--- src/rtl/tx_word_serializer.sv ---
// Breaks a WORD_BYTES-wide result word into bytes and hands them to a UART transmitter one frame at a time.
// Every output is a flop, so a request pulse appears in the cycle after ISSUE saw the transmitter idle.
module tx_word_serializer #(
  parameter int unsigned WORD_BYTES = 8,
  parameter bit          MSB_FIRST  = 1'b0
) (
  input  logic                    clock,
  input  logic                    reset_n,
  input  logic                    i_word_valid,
  input  logic [8*WORD_BYTES-1:0] i_word,
  output logic                    o_word_ready,
  output logic                    o_data_avail,
  output logic [7:0]              o_data_byte,
  input  logic                    i_tx_active,
  input  logic                    i_tx_done,
  output logic                    o_busy,
  output logic                    o_word_done
);

  localparam int unsigned W         = 8 * WORD_BYTES;
  localparam int unsigned CW        = (WORD_BYTES > 1) ? $clog2(WORD_BYTES) : 1;
  localparam logic [CW-1:0] LAST_IDX = CW'(WORD_BYTES - 1);

  typedef enum logic [1:0] {
    IDLE      = 2'd0,
    ISSUE     = 2'd1,
    WAIT_DONE = 2'd2,
    FINISH    = 2'd3
  } state_t;

  state_t        state;
  logic [CW-1:0] byte_cnt;
  logic [W-1:0]  shreg;
  logic [7:0]    send_byte;
  logic [W-1:0]  shreg_next;

  // The byte to send always sits at the send end of the register; shifting moves the next one there.
  always_comb begin
    send_byte  = MSB_FIRST ? shreg[W-1 -: 8] : shreg[7:0];
    shreg_next = MSB_FIRST ? (shreg << 8) : (shreg >> 8);
  end

  always_ff @(posedge clock or negedge reset_n) begin
    if (!reset_n) begin
      state        <= IDLE;
      byte_cnt     <= '0;
      shreg        <= '0;
      o_data_avail <= 1'b0;
      o_data_byte  <= '0;
      o_word_done  <= 1'b0;
      o_busy       <= 1'b0;
      o_word_ready <= 1'b0;
    end else begin
      o_data_avail <= 1'b0;
      o_word_done  <= 1'b0;
      case (state)
        IDLE: begin
          o_word_ready <= 1'b1;
          if (i_word_valid && o_word_ready) begin
            shreg        <= i_word;
            byte_cnt     <= '0;
            state        <= ISSUE;
            o_word_ready <= 1'b0;
            o_busy       <= 1'b1;
          end
        end
        ISSUE: begin
          if (!i_tx_active) begin
            o_data_avail <= 1'b1;
            o_data_byte  <= send_byte;
            state        <= WAIT_DONE;
          end
        end
        WAIT_DONE: begin
          if (i_tx_done) begin
            shreg <= shreg_next;
            // The counter stops at the last index instead of wrapping past it.
            if (byte_cnt == LAST_IDX) begin
              state       <= FINISH;
              o_word_done <= 1'b1;
            end else begin
              byte_cnt <= byte_cnt + CW'(1);
              state    <= ISSUE;
            end
          end
        end
        FINISH: begin
          state        <= IDLE;
          o_busy       <= 1'b0;
          o_word_ready <= 1'b1;
        end
        default: begin
          state        <= IDLE;
          o_busy       <= 1'b0;
          o_word_ready <= 1'b0;
        end
      endcase
    end
  end

endmodule

--- config.mk ---
export PLATFORM = sky130hd
export DESIGN_NAME = tx_word_serializer
export DESIGN_NICKNAME = d
export VERILOG_FILES = /design/src/rtl/tx_word_serializer.sv
export SDC_FILE = /design/constraint.sdc
export NUM_CORES = 1
export LEC_CHECK = 0
export ABC_AREA = 1
export CAP_MARGIN = 15
export CORE_MARGIN = 2
export CORE_UTILIZATION = 40
export CTS_BUF_LIST = sky130_fd_sc_hd__clkbuf_4 sky130_fd_sc_hd__clkbuf_8
export CTS_CLUSTER_DIAMETER = 60
export DETAILED_ROUTE_END_ITERATION = 12
export HOLD_SLACK_MARGIN = 0.02
export PLACE_DENSITY_LB_ADDON = 0.15
export SLEW_MARGIN = 0
export SYNTH_ARGS = -nofsm -noshare
export SYNTH_HDL_FRONTEND = slang
export SYNTH_SLANG_ARGS = --single-unit
--- constraint.sdc ---
create_clock -name clock -period 3.39 [get_ports clock]
set_input_delay 0.5085 -clock clock [delete_from_list [all_inputs] [get_ports clock]]
set_output_delay 0.5085 -clock clock [all_outputs]
set_load 0.005 [all_outputs]
==> flow_metrics.tcl, run 1 <==
set metrics [dict create \
    status "complete, no violations" \
    antenna_cells 0 \
    use_met1_pct 23.08 \
    fmax_mhz 417.6 \
    seq_area_frac_synth_pct 48.94 \
    synth-adder-area-share_pct 2.115 \
    postRouteAntennaNets 0 \
    peakVddDrop_uv 505.7 \
    clock_path_buffers 2 \
    wl_per_cell_um 12.38 \
    arrival_ns 2.63 \
    hold_buffers 0 \
    yosys.area_share.simple_pct 42.08 \
    slew_headroom_pct 31.46 \
    place_hpwl_um 6062 \
    fillers 1036 \
    post_cts_resized 0 \
    drive_gt1_share_pct 4.739 \
    setup_viol 0 \
    post-route-min-period_ns 2.394 \
    post_synth.cell_area_avg_um2 7.317 \
    critical_path.cell_chain "inv_1, ha_2, buf_4, nor2_1, nor2_4, nand2_4, nand2_1, nand2_1" \
    synth_top_family_by_area "simple AND/OR/NAND/NOR gates" \
    power_mw 4.526 \
    drv_slew 0 \
    core_area_um2 10180 \
    totalWireLength_um 9524 \
    vias 3675 \
    tns_ns 0 \
    drc 0 \
    grt_busiest_layer "met2" \
    die-width_um 105.8 \
    die_y_um 105.8 \
    antenna_found_initial 0 \
    grt_util_met2_pct 31.20 \
    portBuffers 80 \
    grt_use_total_pct 18.14 \
    synthMuxAreaShare_pct 0 \
    grtUsageMet3_pct 2.845 \
    fin_skew_ns 0.006210 \
    syn_nets 642 \
    cp_top_family "simple AND/OR/NAND/NOR gates" \
    clk_pin_slew_ns 0.08 \
    crit_required_ns 3.62 \
    fin_crit_sh_pct 70.63 \
    yosys_register_bits 81 \
    synth_xor_xnor_area_share_pct 0 \
    r2r_setup_slack_ns 1.0 \
    grt_max_degree 82 \
    grt_pass1_wl_um 16520 \
    synth_area_leaders "dfrtp_1, nand2_1, nand3_1" \
    dieArea_um2 11180 \
    cts_root_buffer "clkbuf_8" \
    final_common_cell "nand2_1" \
    timing.critical_path.mode_cell "nand2_1" \
    clock_latency_ns 0.34 \
    cts_buffers 9 \
    crit_path_max_incr_delay_ns 0.52 \
    drv_cap 0 \
    h-tree-depth 3 \
    drt_iter0_drc 268 \
    initial_core_util_pct 40.66 \
    start_kind "flop" \
    synth_cells 566 \
    hold_violations 0 \
    cp_max_fo 64 \
    synthDistinctLibCells 23 \
    power.leakage_nw 2.775 \
    firstDrtPassIters 4 \
    cp_slowest_cell "buf_4" \
    synthesis.area_um2 4141 \
    grt_pass1_vias 3664 \
    synth.top_cell.area_share_pct 48.94 \
    grt-ovfl-total 0 \
    synth_top_area_cell "dfrtp_1" \
    row_count 37 \
    layout.nets 704 \
    tightest_slew_ns 1.028 \
    synth_warnings 0 \
    clock-sinks 81 \
    crit_type "flop to flop" \
    mostFrequentLayoutCells "nand2_1, dfrtp_1, clkdlybuf4s50_1" \
    io_pins 81 \
    hp-class "input port to async pin" \
    endpoint_kind "flop" \
    post_cts_buffers 0 \
    path_buf_inv 2 \
    power_density_nw_per_um2 877.7 \
    rsz0062_at_grt "no" \
    cts_tree "yes" \
    place_congestion 0.8127 \
    syn2layout_area_growth_pct 24.50 \
    vias_per_cell 4.779 \
    synth_compound_area_share_pct 0.5438 \
]
[per-layer routing]
metal | vias to the layer above | share of wire [%]
met5 | - | 0
met2 | 74 | 48
met4 | 0 | 1.7
li1 | 1868 | -
met3 | 17 | 4.0
met1 | 1716 | 46
[stage by stage]
stage	hold slack, ns	instance area (um^2)	util (%)	setup slack [ns]	std cells
after floorplan	0.2129	4141	-	1.842	566
after global placement	0.4540	4937	48.48	1.056	753
after detailed placement	0.4589	4937	48.48	0.9883	753
after CTS	0.3801	5156	50.63	0.9623	769
after global routing	0.4309	5156	50.63	0.7608	769
final	0.3169	5156	50.63	0.9956	769
[synthesized netlist by cell type, drive strengths merged]
cell type,count
a22oi,1
buf,30
clkbuf,5
clkinv,1
dfrtp,81
ha,7
inv,10
nand2,349
nand3,60
nand3b,8
nand4,3
nor2,6
nor3,1
o21ai,3
or2,1
[area by class of cell]
cell class,instances,area [um^2],share of cell area (%)
well taps,136,170.2,3.300
repair buffers,86,843.3,16.36
inverters,11,41.29,0.8008
flip-flops and latches,81,2027,39.31
clock inverters,5,80.08,1.553
clock buffers,11,138.9,2.694
multi-input cells,439,1856,35.99
[worst paths after layout]
check / start / cells past startpoint / end
max: state[0]$_DFFE_PN0P_ / 8 / shreg[42]$_DFFE_PN0P_
min: reset_n / 1 / o_data_byte[5]$_DFFE_PN0P_
max reg2reg: state[0]$_DFFE_PN0P_ / 8 / shreg[42]$_DFFE_PN0P_
min reg2reg: shreg[19]$_DFFE_PN0P_ / 2 / shreg[19]$_DFFE_PN0P_
max in group asynchronous: reset_n / 1 / shreg[62]$_DFFE_PN0P_
min in group clock: shreg[19]$_DFFE_PN0P_ / 2 / shreg[19]$_DFFE_PN0P_
[flip-flops by register name, summed over array words and instances, names as in the netlist]
signal and cells:
o_data_byte 8, o_word_done 1, o_busy 1, byte_cnt 3, o_word_ready 1, state 2, shreg 64, o_data_avail 1
[power by group]
part           internal (mW)  leakage, nW  switching, mW  total (mW)
logic                  0.735         1.66           1.35        2.09
clock network          0.430        0.106          0.344       0.775
registers               1.43         1.01          0.231        1.66
total                   2.60         2.78           1.93        4.53
[cells by family after synthesis]
kind of cell,Yosys count
and+or+nand+nor,428
DFF,81
buffers and inverters,46
adders and majority gates,7
AOI/OAI and AO/OA,4
Power figures use the tool's default switching activity.
==> inputs of run 2 (changes only) <==
- clock period: 3.39 -> 2.2 ns (I/O delays scaled with it)
==> run 2 against run 1 <==
Global-route usage up 0.15 points. Cell count increased by 0.52%. Critical path depth unchanged. Sequential cell count stayed put. Highest routed layer unchanged. Non-clock buffer count increased by 4. Die area is the same. Power up 59%. Clock power rose by 72%. Register-to-register slack got worse by 0.66 ns. Sequential share of layout area is 0.68 points lower.
==> flow_metrics.tcl, run 2 (same netlist as run 1, synthesis figures left out) <==
set metrics [dict create \
    crit_path_max_incr_delay_ns 0.48 \
    dieArea_um2 11180 \
    clk_pin_slew_ns 0.09 \
    clock-sinks 81 \
    vias 3679 \
    drc 0 \
    post-route-min-period_ns 1.862 \
    grt_use_total_pct 18.29 \
    reg_top3 "shreg: 64 flops, o_data_byte: 8 flops, byte_cnt: 3 flops" \
    start_kind "flop" \
    initial_core_util_pct 40.66 \
    hold_violations 0 \
    drive_gt1_share_pct 5.181 \
    tns_ns 0 \
    fin_crit_sh_pct 84.65 \
    power.leakage_nw 2.821 \
    grt_pass1_wl_um 16700 \
    post_cts_resized 0 \
    totalWireLength_um 9529 \
    placed_area_um2 4985 \
    wl_per_cell_um 12.33 \
    power_density_nw_per_um2 1370 \
    grt_max_degree 68 \
    antenna_cells 0 \
    clock_latency_ns 0.34 \
    arrival_ns 2.15 \
    firstDrtPassIters 4 \
    finalNonFillerCells 773 \
    cts_root_buffer "clkbuf_8" \
    tightest_slew_ns 0.6859 \
    mostFrequentLayoutCells "nand2_1, dfrtp_1, clkdlybuf4s50_1" \
    cts_tree "yes" \
    fillers 990 \
    cp_slowest_cell "nand2_4" \
    crit_type "flop to flop" \
    grt_pass1_vias 3659 \
    drv_cap 0 \
    drt_iter0_drc 172 \
    regMostFlops "shreg" \
    h-tree-depth 3 \
    p_comb_share_pct 45.4 \
    antenna_found_initial 0 \
    status "complete, no violations" \
    slew_headroom_pct 54.27 \
    power_mw 7.190 \
    place_congestion 0.7889 \
    postRouteAntennaNets 0 \
    crit_required_ns 2.48 \
    clock_path_buffers 2 \
    dp_cells 756 \
    place_hpwl_um 6207 \
    grt-ovfl-total 0 \
    fmax_mhz 537.0 \
    use_met1_pct 23.58 \
    final_area_um2 5248 \
    hp-class "input port to async pin" \
    grt_util_met2_pct 31.20 \
    row_count 37 \
    fin_skew_ns 0.007150 \
    critical_path.cell_chain "inv_1, ha_2, inv_2, nor2_2, nor2_4, nand2_4, nand2_1, nand2_1" \
    core_area_um2 10180 \
    p_clk_share_pct 18.6 \
    layout.nets 708 \
    io_pins 81 \
    power_switching_mw 3.020 \
    portBuffers 80 \
    cp_max_fo 64 \
    setup_viol 0 \
    internal_power_mw 4.170 \
    largest_register_ffs 64 \
    peakVddDrop_uv 757.8 \
    final_common_cell "nand2_1" \
    syn2layout_area_growth_pct 26.71 \
    seqPwrFrac_pct 36.0 \
    die_y_um 105.8 \
    timing.critical_path.mode_cell "nand2_1" \
    cts_buffers 9 \
    die-width_um 105.8 \
    endpoint_kind "flop" \
    rsz0062_at_grt "no" \
    drv_slew 0 \
    vias_per_cell 4.759 \
    grtUsageMet3_pct 2.536 \
    p_sw_share_pct 42.00 \
    grt_busiest_layer "met2" \
]
==> run 2: final timing paths <==
kind | start | end | slack, ns | depth (start not counted)
worst max-delay path | state[0]$_DFFE_PN0P_ | shreg[24]$_DFFE_PN0P_ | 0.34 | 8
worst min-delay path | reset_n | o_data_byte[5]$_DFFE_PN0P_ | 0.44 | 2
worst max register to register | state[0]$_DFFE_PN0P_ | shreg[24]$_DFFE_PN0P_ | 0.34 | 8
worst min register to register | shreg[31]$_DFFE_PN0P_ | shreg[31]$_DFFE_PN0P_ | 0.47 | 2
max in group asynchronous | reset_n | shreg[45]$_DFFE_PN0P_ | 1.14 | 3
min in group clock | shreg[31]$_DFFE_PN0P_ | shreg[31]$_DFFE_PN0P_ | 0.47 | 2
==> run 2: critical path, delay by kind of cell (launching register included) <==
kind	cells	cell delay, ns
buffers and inverters	2	0.20
and+or+nand+nor	5	0.89
adders and majority gates	1	0.23
DFF	1	0.44
==> run 2: routing by layer <==
layer	part of all wire, %	up-vias	wire (um)
met2	48	76	4537
met4	1.7	0	162
li1	-	1881	-
met1	47	1711	4432
met3	4.2	11	396
met5	0	-	0
==> run 2: final cells by class <==
| cell class | count | area [um^2] | share of cell area (%) |
|---|---|---|---|
| Multi-Input combinational cell | 439 | 1856 | 35.36 |
| Tap cell | 136 | 170.2 | 3.243 |
| Inverter | 11 | 41.29 | 0.7868 |
| Clock buffer | 10 | 137.6 | 2.623 |
| Timing Repair Buffer | 90 | 900.9 | 17.17 |
| Clock inverter | 6 | 115.1 | 2.194 |
| Sequential cell | 81 | 2027 | 38.63 |
==> run 2: power by group through the flow <==
| stage | clock network [mW] | logic, mW | registers, mW |
|---|---|---|---|
| after floorplan | 0 | 2.61 | 2.52 |
| after global placement | 0 | 3.26 | 2.59 |
| final | 1.33 | 3.27 | 2.59 |
| after global routing | 1.42 | 3.81 | 2.67 |
| after CTS | 1.36 | 3.33 | 2.59 |
| after detailed placement | 0 | 3.32 | 2.61 |
==> run 2: repair_timing <==
action,in CTS,in global routing
hold buffers,1,0
endpoints found under the hold margin,27,0
setup buffers,0,0
==> run 2: stage by stage <==
stage / hold WS (ns) / setup WS [ns] / utilization, %
2_1_floorplan: 0.03441 / 0.6517 / -
3_3_place_gp: 0.2781 / 0.3860 / 48.94
3_5_place_dp: 0.2771 / 0.3309 / 48.94
4_1_cts: 0.4495 / 0.3394 / 51.52
5_1_grt: 0.4751 / 0.1591 / 51.52
6_report: 0.4403 / 0.3378 / 51.52
==> inputs of run 3 (changes only) <==
- clock period: 2.2 -> 1.5 ns (I/O delays scaled with it)
==> run 3 against run 2 <==
Clock power is 14% higher. Count of clock-buffer cells in the layout is 1 higher. Register-to-register slack got worse by 0.33 ns. Die area unchanged. Cell area up 3.9%. Wire length is 2.5% higher. Critical endpoint is now shreg[50]$_DFFE_PN0P_. Largest power group unchanged. Highest routed layer unchanged.
==> flow_metrics.tcl, run 3 (same netlist as run 1, synthesis figures left out) <==
set metrics [dict create \
    status "complete, no violations" \
    vias 3727 \
    initial_core_util_pct 40.66 \
    drt_iter0_drc 155 \
    cts_root_buffer "clkbuf_8" \
    die-width_um 105.8 \
    antenna_cells 0 \
    start_kind "flop" \
    syn2layout_area_growth_pct 31.63 \
    rsz0062_at_grt "yes" \
    ff_latch_area_um2 2027 \
    grt_pass1_vias 3582 \
    clock_latency_ns 0.34 \
    endpoint_kind "flop" \
    hp-class "input port to async pin" \
    cp_max_fo 25 \
    core_area_um2 10180 \
    grt_pass1_wl_um 16680 \
    largest_register_ffs 64 \
    totalWireLength_um 9766 \
    power_mw 10.88 \
    clock_path_buffers 2 \
    mostFrequentLayoutCells "nand2_1, dfrtp_1, clkdlybuf4s50_1" \
    post-route-min-period_ns 1.488 \
    setup_viol 0 \
    final_common_cell "nand2_1" \
    fillers 1041 \
    io_pins 81 \
    row_count 37 \
    place_congestion 0.7886 \
    portBuffers 80 \
    place_hpwl_um 6796 \
    placed_area_um2 5182 \
    crit_required_ns 1.77 \
    firstDrtPassIters 4 \
    postRouteAntennaNets 0 \
    drc 0 \
    fin_skew_ns 0.01436 \
    power_density_nw_per_um2 1995 \
    grt_use_total_pct 18.38 \
    clock-sinks 81 \
    drive_gt1_share_pct 9.146 \
    power.leakage_nw 2.924 \
    fin_crit_sh_pct 99.21 \
    antenna_found_initial 0 \
    multi_input_area_um2 1891 \
    crit_type "flop to flop" \
    slew_headroom_pct 72.44 \
    cts_tree "yes" \
    h-tree-depth 3 \
    dieArea_um2 11180 \
    drv_cap 0 \
    vias_per_cell 4.706 \
    grt_max_degree 40 \
    peakVddDrop_uv 1120 \
    die_y_um 105.8 \
    cts_buffers 9 \
    tns_ns 0 \
    tightest_slew_ns 0.4133 \
    reg_top3 "shreg: 64 flops, o_data_byte: 8 flops, byte_cnt: 3 flops" \
    regMostFlops "shreg" \
    arrival_ns 1.76 \
    drv_slew 0 \
    grt-ovfl-total 0 \
    final_area_um2 5451 \
    clk_pin_slew_ns 0.09 \
    hold_violations 0 \
    fmax_mhz 672.0 \
    layout.nets 727 \
    wl_per_cell_um 12.33 \
]
==> run 3: area by class of cell <==
| cell class | instances | share of cell area (%) |
|---|---|---|
| inverter | 11 | 0.8263 |
| tap | 136 | 3.121 |
| clock inverter | 5 | 0.6885 |
| sequential | 81 | 37.18 |
| timing repair buffer | 109 | 20.73 |
| multi-input combinational | 439 | 34.68 |
| clock buffer | 11 | 2.777 |
==> run 3: power breakdown <==
group	switching (mW)	total [mW]	internal, mW
Sequential	0.546	3.78	3.24
Combinational	3.26	5.57	2.31
Clock	0.818	1.52	0.699
Total	4.63	10.9	6.25
==> run 3: final timing paths <==
kind	slack, ns	startpoint	end	cells past startpoint
setup / recovery	0.01	state[0]$_DFFE_PN0P_	shreg[50]$_DFFE_PN0P_	7
hold / removal	0.35	reset_n	shreg[5]$_DFFE_PN0P_	2
setup reg to reg	0.01	state[0]$_DFFE_PN0P_	shreg[50]$_DFFE_PN0P_	7
hold reg to reg	0.48	shreg[27]$_DFFE_PN0P_	shreg[27]$_DFFE_PN0P_	2
max in group asynchronous	0.64	reset_n	shreg[49]$_DFFE_PN0P_	3
min in group clock	0.48	shreg[27]$_DFFE_PN0P_	shreg[27]$_DFFE_PN0P_	2
==> run 3: per-layer routing <==
metal	GRT usage (%)	vias to the layer above	wire length, um
li1	-	1920	-
met1	25.50	1725	4664
met2	29.86	72	4644
met3	2.783	10	337
met4	5.451	0	120
met5	0	-	0
==> run 3: timing repair <==
item	in CTS	in global routing
setup buffers	0	3
gates resized for setup	12	1
pin swaps	1	1
endpoints found under the hold margin	23	0
hold buffers	1	0
endpoints found under the setup margin	60	78
==> run 3: per-stage QoR <==
stage                     hold slack [ns]  worst slack (ns)  util, %  std cells
after floorplan                  -0.07059           0.01286        -        566
after global placement             0.1864          -0.04877    50.88        772
after detailed placement           0.1815          -0.09147    50.88        772
after CTS                          0.3637          -0.01914    53.28        789
after global routing               0.3886          -0.09608    53.53        792
final                              0.3538           0.01186    53.53        792
==> run 3: worst max-delay path, stage by stage (launching register included) <==
cell and delay [ns]:
dfrtp_1 0.41, inv_2 0.12, ha_4 0.19, nor2_2 0.06, nor2_4 0.18, buf_6 0.24, nand3_1 0.11, nand2_1 0.09
